<file path="config.mk">
export PLATFORM = sky130hd
export DESIGN_NAME = game_state_ctrl
export DESIGN_NICKNAME = d
export VERILOG_FILES = /design/src/rtl/game_state_ctrl.sv
export SDC_FILE = /design/constraint.sdc
export NUM_CORES = 1
export LEC_CHECK = 0
export CORE_MARGIN = 4
export CORE_UTILIZATION = 40
export CTS_BUF_LIST = sky130_fd_sc_hd__clkbuf_8
export CTS_CLUSTER_DIAMETER = 50
export DETAILED_ROUTE_END_ITERATION = 16
export PLACE_DENSITY = 0.84
export SYNTH_ARGS = -nofsm -noshare
export SYNTH_HDL_FRONTEND = slang
export SYNTH_SLANG_ARGS = --single-unit
</file>
<file path="constraint.sdc">
create_clock -name clk -period 4.1 [get_ports clk]
set_input_delay 0.82 -clock clk [delete_from_list [all_inputs] [get_ports clk]]
set_output_delay 0.82 -clock clk [all_outputs]
set_load 0.005 [all_outputs]
</file>
<file path="src/rtl/game_state_ctrl.sv">
// Frame-level game referee: counts per-frame player overlaps with walls/border and end zone,
// then resolves them on each frame tick into PLAY / HIT / WIN / LOSE with lives and a frame countdown.
//
// state | meaning
// PLAY  | normal play, overlap pixels accumulate
// HIT   | player invulnerable after a non-fatal hit, counts down invuln frames
// WIN   | goal reached, sticky until restart
// LOSE  | out of lives or time, sticky until restart
module game_state_ctrl #(
    parameter int WALL_W        = 115,
    parameter int LIVES         = 3,
    parameter int HIT_THRESH    = 4,
    parameter int INVULN_FRAMES = 30,
    parameter int TIME_LIMIT    = 3600
) (
    input  logic              clk,
    input  logic              rst,
    input  logic              update,
    input  logic              player,
    input  logic [WALL_W-1:0] walls,
    input  logic              border,
    input  logic              end_zone,
    input  logic              levelselect,
    input  logic              restart,
    output logic [1:0]        state,
    output logic              win,
    output logic              game_over,
    output logic [1:0]        lives,
    output logic [11:0]       time_left,
    output logic              respawn
);

    localparam logic [1:0]  LIVES_INIT = 2'(LIVES);
    localparam logic [11:0] TIME_INIT  = 12'(TIME_LIMIT);
    localparam logic [7:0]  INV_INIT   = 8'(INVULN_FRAMES);
    localparam logic [7:0]  HIT_TH     = 8'(HIT_THRESH);

    typedef enum logic [1:0] {
        PLAY = 2'b00,
        HIT  = 2'b01,
        WIN  = 2'b10,
        LOSE = 2'b11
    } state_t;

    state_t      state_q, state_n;
    logic [1:0]  lives_q, lives_n;
    logic [11:0] time_q, time_n;
    logic [7:0]  hit_q, hit_n, goal_q, goal_n, inv_q, inv_n;
    logic        resp_q, resp_n;
    logic        win_q, over_q;
    logic        level_q;
    logic        restart_req;

    assign restart_req = (levelselect != level_q) ||
                         (restart && (state_q == WIN || state_q == LOSE));

    always_comb begin
        state_n = state_q;
        lives_n = lives_q;
        time_n  = time_q;
        hit_n   = hit_q;
        goal_n  = goal_q;
        inv_n   = inv_q;
        resp_n  = 1'b0;
        if (restart_req) begin
            state_n = PLAY;
            lives_n = LIVES_INIT;
            time_n  = TIME_INIT;
            hit_n   = 8'd0;
            goal_n  = 8'd0;
            inv_n   = 8'd0;
            resp_n  = 1'b1;
        end else if (update) begin
            hit_n  = 8'd0;
            goal_n = 8'd0;
            case (state_q)
                PLAY: begin
                    if (hit_q >= HIT_TH) begin
                        lives_n = lives_q - 2'd1;
                        if (lives_q <= 2'd1) begin
                            state_n = LOSE;
                            lives_n = 2'd0;
                        end else begin
                            state_n = HIT;
                            inv_n   = INV_INIT;
                            resp_n  = 1'b1;
                        end
                    end else if (goal_q != 8'd0) begin
                        state_n = WIN;
                    end else if (time_q == 12'd0) begin
                        state_n = LOSE;
                    end else begin
                        time_n = time_q - 12'd1;
                    end
                end
                HIT: begin
                    if (time_q == 12'd0) begin
                        state_n = LOSE;
                    end else begin
                        time_n = time_q - 12'd1;
                        inv_n  = inv_q - 8'd1;
                        if (inv_q <= 8'd1) begin
                            state_n = PLAY;
                            inv_n   = 8'd0;
                        end
                    end
                end
                default: ;
            endcase
        end else if (state_q == PLAY) begin
            // Saturating per-frame overlap counters
            if (player && ((|walls) || border) && hit_q != 8'hFF)
                hit_n = hit_q + 8'd1;
            if (player && end_zone && goal_q != 8'hFF)
                goal_n = goal_q + 8'd1;
        end else begin
            hit_n  = 8'd0;
            goal_n = 8'd0;
        end
    end

    always_ff @(posedge clk) begin
        level_q <= levelselect;
        if (rst) begin
            state_q <= PLAY;
            lives_q <= LIVES_INIT;
            time_q  <= TIME_INIT;
            hit_q   <= 8'd0;
            goal_q  <= 8'd0;
            inv_q   <= 8'd0;
            resp_q  <= 1'b0;
            win_q   <= 1'b0;
            over_q  <= 1'b0;
        end else begin
            state_q <= state_n;
            lives_q <= lives_n;
            time_q  <= time_n;
            hit_q   <= hit_n;
            goal_q  <= goal_n;
            inv_q   <= inv_n;
            resp_q  <= resp_n;
            win_q   <= (state_n == WIN);
            over_q  <= (state_n == LOSE);
        end
    end

    assign state     = state_q;
    assign win       = win_q;
    assign game_over = over_q;
    assign lives     = lives_q;
    assign time_left = time_q;
    assign respawn   = resp_q;

endmodule

</file>
Word-level counts from Yosys, hierarchy flattened
Index checks and enable logic that the tools add are counted.

cells by class
  equal/unequal tests = 13
  reductions and logical operators = 18
  muxes and demuxes = 24
  $add $sub $neg = 5
  bitwise operators = 1
  magnitude comparators = 3

operators by type and width
  kind                     count
  $reduce_or A115 Y1       1
  $mux W12                 3
  $mux W8                  4
  $pmux W12 S2             1
  $mux W2                  9
  $add A8 B1 Y8 const B    2
  $ne A8 B8 Y1 const B     2
  $pmux W8 S2              1
  $logic_not A12 Y1        1
  $sub A12 B1 Y12 const B  1
  $ne A2 B2 Y1 const B     5
  $eq A2 B2 Y1 const B     4
  $ge A8 B3 Y1 const B     1
  $le A8 B1 Y1 const B     1
  $reduce_bool A8 Y1       1
  $sub A8 B1 Y8 const B    1
  $logic_and A1 B1 Y1      5
  $mux W1                  5
  $reduce_and A5 Y1        1
  $pmux W2 S2              1
  $reduce_and A4 Y1        1
  $reduce_or A4 Y1         1
  $logic_or A1 B1 Y1       3
  $reduce_and A3 Y1        1
  8 further kinds          8

word-level totals
  register bits after elaboration = 44
  output and inout bits = 19
  logic and storage cells = 74
  input port bits = 123

Longest topological paths before layout
Gate-level depths: netlist of the first run.

  depth in word-level cells = 8
  depth in mapped cells = 9
  gate-level depth less buffers = 8

Worst setup path after synthesis of the first run
OpenSTA, ideal clock, no wires.

  path kind = input port to flip-flop
  start point = input port levelselect
  end point = register hit_q[1]
  stages = 6
  library setup time = 0.087 ns
  data arrival time = 2.153 ns
  path slack = 1.860 ns
  path buffers = 2
  required time = 4.013 ns
  cells stage by stage = xnor2_1 -> nand3b_1 -> or4_1 -> clkbuf_1 -> clkbuf_1 -> o31ai_1

between the ends
  longest elaborated chain between the ends = 3

ends and longest elaborated chain
  element                            line  source
  start: declaration                 23    input logic levelselect,
  $ne A1 B1 Y1                       54    assign restart_req = (levelselect != level_q) ||
  $logic_or A1 B1 Y1                 54
  $reduce_or A4 Y1 (no source line)  --
  end signal: assignment             138   hit_q <= hit_n;
  end: declaration                   48    logic [7:0] hit_q, hit_n, goal_q, goal_n, inv_q, inv_n;

Every way passes these cells.
A chain may end at the register's enable or synchronous reset.

Final worst setup path of the first run
  start point = input port walls[19]
  end point = register hit_q[3]

between the ends
  longest elaborated chain between the ends = 4

ends and longest elaborated chain
  element                           line  source
  start: declaration                20    input logic [WALL_W-1:0] walls,
  $reduce_or A115 Y1                112   if (player && ((|walls) || border) && hit_q != 8'hFF)
  $logic_or A1 B1 Y1                112
  $logic_and A1 B1 Y1 (2 in a row)  112

Every way passes these cells.

==> results.json, run 1 <==
{
  "clock-sinks": 44,
  "dpl_cell_area_um2": 3930,
  "stdcell_area_um2": 4020,
  "dpl.hpwl_mm": 7.39,
  "synth.top_cells.by_area": "dfxtp_1, nor4_1, nor2_1",
  "dieWidth_um": 86.1,
  "routed-via-count": 2736,
  "grt_setup_unrepaired": "false",
  "compound_cell_area_share_of_the_yosys_netlist_pct": 11.1,
  "cts.reportedPaths.clkPinSlew_ns": 0.08,
  "n_antenna_cell": 0,
  "grtUsageMet3_pct": 5.09,
  "synth.yosys.warnings": 0,
  "data_arrival_critical_path_ns": 2.88,
  "timing.hold.worst_path_depth": 2,
  "routed_wl_mm": 8.88,
  "slew-limit-headroom_pct": 30.5,
  "initial_core_util_pct": 41.2,
  "worst-slew-pin-transition_ns": 1.04,
  "worstRegToRegCells": 9,
  "placement.io_buffers": 141,
  "synth_simple_gate_area_share_pct": 36.2,
  "cts.hold.buffers_added": 0,
  "worst_path_largest_cell_delay_ns": 0.40,
  "grt.total_usage_pct": 24.1,
  "drt_pass1_iterations": 5,
  "worstHoldPathType": "reg2reg",
  "library_cells_used_by_synthesis": 47,
  "die-area_um2": 7410,
  "worstSkewPairLatency_ns": 0.29,
  "timing.critical_path.cells": "clkdlybuf4s50_1, nor4_1, nand2_1, nor4_1, a31oi_1, nand4_1, mux2i_1",
  "dominant_combinational_cell_family_by_area_after_synthesis": "simple AND/OR/NAND/NOR gates",
  "pin_count": 142,
  "dp.cells": 509,
  "grt_start_max_net_pins": 18,
  "syn_avg_cell_area_um2": 8.18,
  "async_flop_share_pct": 0,
  "worst_setup_path_end_kind": "flop",
  "routed_via_density": 5.29,
  "antenna_violating_nets_post_route": 0,
  "status": "finished clean",
  "min_period_ns": 2.64,
  "num-nets-final": 572,
  "grt.met1_usage_pct": 32.3,
  "clock_path_buffers": 2,
  "synth_largest_type_area_fraction_pct": 36.1,
  "finish.cell_count_without_fillers": 517,
  "root_buffer": "clkbuf_8",
  "antenna_violations_before_repair": 0,
  "synthCells": 298,
  "ys_ff_latch": 44,
  "timing.critical_path.slowest_stage_cell": "clkdlybuf4s50_1",
  "final_min_period_over_clock_period_pct": 64.5,
  "flow.area_growth_from_synthesis_pct": 64.8,
  "netlist_area_um2": 2440,
  "htreeDepth": 2,
  "core_um2": 5920,
  "net_count_synth": 429,
  "critical_path_peak_fanout": 13,
  "numCtsBuffers": 5,
  "maxCapViolCount": 0,
  "final_common_cell": "clkdlybuf4s50_1",
  "grt_pass1_vias": 2686,
  "ys.flop_type": "dfxtp_1",
  "worst_ir_drop_vdd_v": 0.000330,
  "post_synth_mux_area_share_pct": 1.23,
  "route.detailed.drc": 0,
  "synth_largest_area_cell": "dfxtp_1",
  "post_drt_wl_per_cell_um": 17.2,
  "number_of_enable_flip_flop_cells_after_synthesis": 0,
  "worst_setup_path_category": "in2reg",
  "yosys.area_share.xor_xnor_pct": 8.26,
  "path_common_cell": "nor4_1",
  "final_hold_viol_count": 0,
  "congestion_overflow_gr": 0,
  "synth_sequential_area_ratio_pct": 36.1,
  "skew_ns": 0.00584,
  "grt_busiest_layer": "met2",
  "startpoint_type": "input pin",
  "timing_max_transition_violations_final": 0,
  "std_cell_rows": 28,
  "fmax_ghz": 0.378,
  "die-height_um": 86.1,
  "pwr_density_cell_nw_per_um2": 229,
  "setup-tns-final_ns": 0,
  "layout-drive-gt1-share_pct": 4.75,
  "first_drt_iteration_drcs": 187,
  "groute.layer.met2.usage_pct": 40.6,
  "p_leak_nw": 1.43,
  "tritoncts_clock_tree": "yes",
  "critPathRequiredTime_ns": 4.33,
  "layout.cells.most_common_list": "clkdlybuf4s50_1, nor2_1, dfxtp_1, nor4_1, nand2_1",
  "grt_pass1_wl_mm": 13.9,
  "setup_viol": 0,
  "post_cts_buffers": 0,
  "routabilityCongestion": 0.937,
  "postCtsResizedCells": 0,
  "post_synth_fa_ha_maj_area_fraction_pct": 4.10
}
## final cells by class
type                            instances  area (um^2)
Sequential cell                        44          881
Inverter                               11         41.3
Timing Repair Buffer                  143         1430
Multi-Input combinational cell        236         1490
Clock buffer                            6         82.6
Tap cell                               75         93.8
Clock inverter                          2         7.51
Fill cell                             463         1900
## stage by stage
step	util (%)	power (mW)	setup slack [ns]	hold slack, ns
6_report	67.9	0.919	1.46	0.507
2_1_floorplan	-	0.504	1.86	0.444
4_1_cts	67.9	0.923	1.44	0.504
3_5_place_dp	66.4	0.649	1.13	0.492
5_1_grt	67.9	0.954	1.22	0.556
3_3_place_gp	66.4	0.646	1.24	0.460
## critical path, delay by kind of cell
kind	cells	cell delay (ns)
compound gates	1	0.40
buf+inv	1	0.40
mux	1	0.19
simple gates	4	1.06
## flip-flops by register name, indices dropped and copies added, names as in the netlist
name       count
state          2
win            1
game_over      1
lives          2
inv_q          8
respawn        1
time_left     12
hit_q          8
level_q        1
goal_q         8
## synthesized netlist by cell type, types with 2 or more instances
library cell  number
dfxtp_1           44
a21oi_1            9
nand3_1           11
and3_1             2
nand4b_1           2
nor2_1            44
buf_2              3
nand4_1            9
a31o_2             3
and2_1             3
nor4_2             2
nand2b_1           4
a31oi_1            4
mux2i_1            3
o31ai_1            2
o21ai_0           10
clkbuf_1           4
or3_1              3
xnor2_1           13
nand2_1           29
nor3_1             8
or4_1              3
ha_1               8
inv_1             11
xor2_1            10
nor4_1            33
## final timing paths
| kind | from | endpoint | slack [ns] |
|---|---|---|---|
| hold / removal | inv_q[4] | inv_q[4] | 0.51 |
| setup / recovery | walls[19] | hit_q[3] | 1.46 |
| hold reg to reg | inv_q[4] | inv_q[4] | 0.51 |
| setup reg to reg | time_left[0] | time_left[11] | 1.88 |
## power breakdown
group / total (mW) / switching, mW / internal, mW
sequential: 0.441 / 0.00771 / 0.434
combinational: 0.199 / 0.0643 / 0.135
clock: 0.278 / 0.146 / 0.133
total: 0.919 / 0.218 / 0.701
## layer usage
layer  vias up  routed length (um)
li1       1369                   -
met1      1284                4030
met2        76                4260
met3         7                 528
met4         0                  67
met5         -                   0
## logic make-up after synthesis
logic type / after synthesis
AOI/OAI and AO/OA: 39
xor gates and xnor gates: 23
adders and majority gates: 8
buffers and inverters: 18
DFF: 44
muxes: 3
and+or+nand+nor: 163
No activity file was read; power rests on OpenSTA's default activity.
==> run 2: changes to the inputs <==
--- a/config.mk
+++ b/config.mk
@@ -6,11 +6,11 @@
 export NUM_CORES = 1
 export LEC_CHECK = 0
 export CORE_MARGIN = 4
-export CORE_UTILIZATION = 40
+export CORE_UTILIZATION = 35
 export CTS_BUF_LIST = sky130_fd_sc_hd__clkbuf_8
 export CTS_CLUSTER_DIAMETER = 50
 export DETAILED_ROUTE_END_ITERATION = 16
-export PLACE_DENSITY = 0.84
+export PLACE_DENSITY = 0.78
 export SYNTH_ARGS = -nofsm -noshare
 export SYNTH_HDL_FRONTEND = slang
 export SYNTH_SLANG_ARGS = --single-unit
==> constraint.sdc (replaced) <==
create_clock -name clk -period 2.2 [get_ports clk]
set_input_delay 0.44 -clock clk [delete_from_list [all_inputs] [get_ports clk]]
set_output_delay 0.44 -clock clk [all_outputs]
set_load 0.005 [all_outputs]
==> results.json, run 2 (synthesis results as in run 1) <==
{
  "status": "finished clean",
  "min_period_ns": 2.13,
  "critPathRequiredTime_ns": 2.42,
  "layout.cells.most_common_list": "clkdlybuf4s50_1, nor2_1, dfxtp_1, nand2_1, nor4_1",
  "pin_count": 142,
  "antenna_violations_before_repair": 0,
  "rrSetupSlack_ns": 0.15,
  "worstSkewPairLatency_ns": 0.29,
  "slew-limit-headroom_pct": 54.0,
  "clock-sinks": 44,
  "worst_path_largest_cell_delay_ns": 0.44,
  "std_cell_rows": 30,
  "grt.met1_usage_pct": 31.4,
  "worst-slew-pin-transition_ns": 0.684,
  "core_um2": 6790,
  "rr_endpoint": "time_left[8]",
  "worstRegToRegCells": 8,
  "layout-drive-gt1-share_pct": 10.2,
  "path_delay_family": "buffers and inverters",
  "fmax_ghz": 0.468,
  "worst_setup_path_end_kind": "flop",
  "largest_register_ff_count": 12,
  "grt_pass1_vias": 2758,
  "fin_util_pct": 62.7,
  "cp.buffers_inverters": 3,
  "final_min_period_over_clock_period_pct": 97.0,
  "crit_end": "hit_q[3]",
  "worst_ir_drop_vdd_v": 0.000417,
  "layout.filler_cells": 594,
  "drt_pass1_iterations": 4,
  "grt_start_max_net_pins": 17,
  "placement.io_buffers": 141,
  "reg2reg_from": "goal_q[0]",
  "skew_ns": 0.00686,
  "dieWidth_um": 91.5,
  "setup_viol": 0,
  "maxCapViolCount": 0,
  "routed-via-count": 2795,
  "stdcell_area_um2": 4260,
  "final_hold_viol_count": 0,
  "routed_wl_mm": 9.25,
  "num-nets-final": 592,
  "data_arrival_critical_path_ns": 2.36,
  "grt_setup_unrepaired": "true",
  "timing.critical_path.cells": "clkdlybuf4s50_1, nor4_2, buf_4, nand4_1, nor4_2, a31oi_1, buf_4, nand4_1, mux2i_1",
  "grt_pass1_wl_mm": 14.5,
  "number_of_cells_on_the_critical_path": 9,
  "grtUsageMet3_pct": 5.30,
  "timing.hold.worst_path_depth": 2,
  "grt_busiest_layer": "met2",
  "startpoint_type": "input pin",
  "final.hold.worst_slack_ns": 0.493,
  "first_drt_iteration_drcs": 124,
  "route.detailed.drc": 0,
  "htreeDepth": 2,
  "initial_core_util_pct": 35.9,
  "die-area_um2": 8370,
  "congestion_overflow_gr": 0,
  "timing.critical_path.slowest_stage_cell": "clkdlybuf4s50_1",
  "timing_max_transition_violations_final": 0,
  "dpl_cell_area_um2": 4110,
  "final_common_cell": "clkdlybuf4s50_1",
  "critical_path_peak_fanout": 13,
  "grt.total_usage_pct": 21.8,
  "groute.layer.met2.usage_pct": 33.8,
  "routabilityCongestion": 0.934,
  "worstHoldPathType": "reg2reg",
  "cts.reportedPaths.clkPinSlew_ns": 0.08,
  "cts.hold.buffers_added": 0,
  "die-height_um": 91.5,
  "critical_path.startpoint": "walls[45]",
  "tritoncts_clock_tree": "yes",
  "pwr_density_cell_nw_per_um2": 412,
  "numCtsBuffers": 5,
  "clock_path_buffers": 2,
  "p_leak_nw": 1.56,
  "routed_via_density": 5.00,
  "worst_setup_path_category": "in2reg",
  "root_buffer": "clkbuf_8",
  "antenna_violating_nets_post_route": 0,
  "flow.area_growth_from_synthesis_pct": 74.6,
  "post_drt_wl_per_cell_um": 16.5,
  "dpl.hpwl_mm": 7.70
}
-- run 2: how the worst min path moves through the flow --
stage               endpoint  slack, ns  startpoint
detailed placement  inv_q[4]       0.48    inv_q[4]
global placement    inv_q[4]       0.46    inv_q[4]
CTS                 inv_q[4]       0.50    inv_q[4]
finish              inv_q[4]       0.49    inv_q[4]
floorplan           inv_q[4]       0.44    inv_q[4]
global route        inv_q[3]       0.53    inv_q[3]
-- run 2: stage by stage --
step	std cells	setup slack (ns)	TNS [ns]	power, mW
2_1_floorplan	298	0.123	0	0.938
6_report	559	0.0652	0	1.75
3_5_place_dp	550	-0.376	-2.38	1.24
4_1_cts	558	0.0454	0	1.75
5_1_grt	558	-0.0621	-0.104	1.82
3_3_place_gp	550	-0.294	-2.19	1.23
-- run 2: layout make-up --
class                           count  area, um^2  share of cell area [%]
Sequential cell                    44         881                    20.7
Multi-Input combinational cell    236        1540                    36.2
Antenna cell                        1        2.50                  0.0588
Tap cell                           96         120                    2.82
Clock inverter                      2        7.51                   0.176
Clock buffer                        6        82.6                    1.94
Timing Repair Buffer              163        1580                    37.1
Inverter                           11        41.3                   0.970
-- run 2: routing by layer --
| metal | up-vias | routed length [um] |
|---|---|---|
| li1 | 1417 | - |
| met1 | 1291 | 4310 |
| met2 | 80 | 4310 |
| met3 | 7 | 558 |
| met4 | 0 | 76 |
| met5 | - | 0 |
-- run 2: timing repair --
item                                    4_1_cts  5_1_grt
pin swaps                                     0        2
resized for setup                             2        8
buffers inserted                              0        0
endpoints found under the setup margin        3       11
-- run 2: power by group --
part | switching [mW] | internal [mW] | leakage [nW]
Clock | 0.277 | 0.248 | 0.0538
Sequential | 0.00944 | 0.808 | 0.356
Combinational | 0.137 | 0.273 | 1.15
Total | 0.423 | 1.33 | 1.56
-- run 2: worst reg2reg max path, delay by kind of cell (launching register included) --
family / cells / cell delay [ns]
DFF: 1 / 0.33
buffers and inverters: 1 / 0.09
AOI/OAI and AO/OA: 1 / 0.17
and+or+nand+nor: 4 / 1.04
xor gates and xnor gates: 1 / 0.16
adders and majority gates: 1 / 0.17
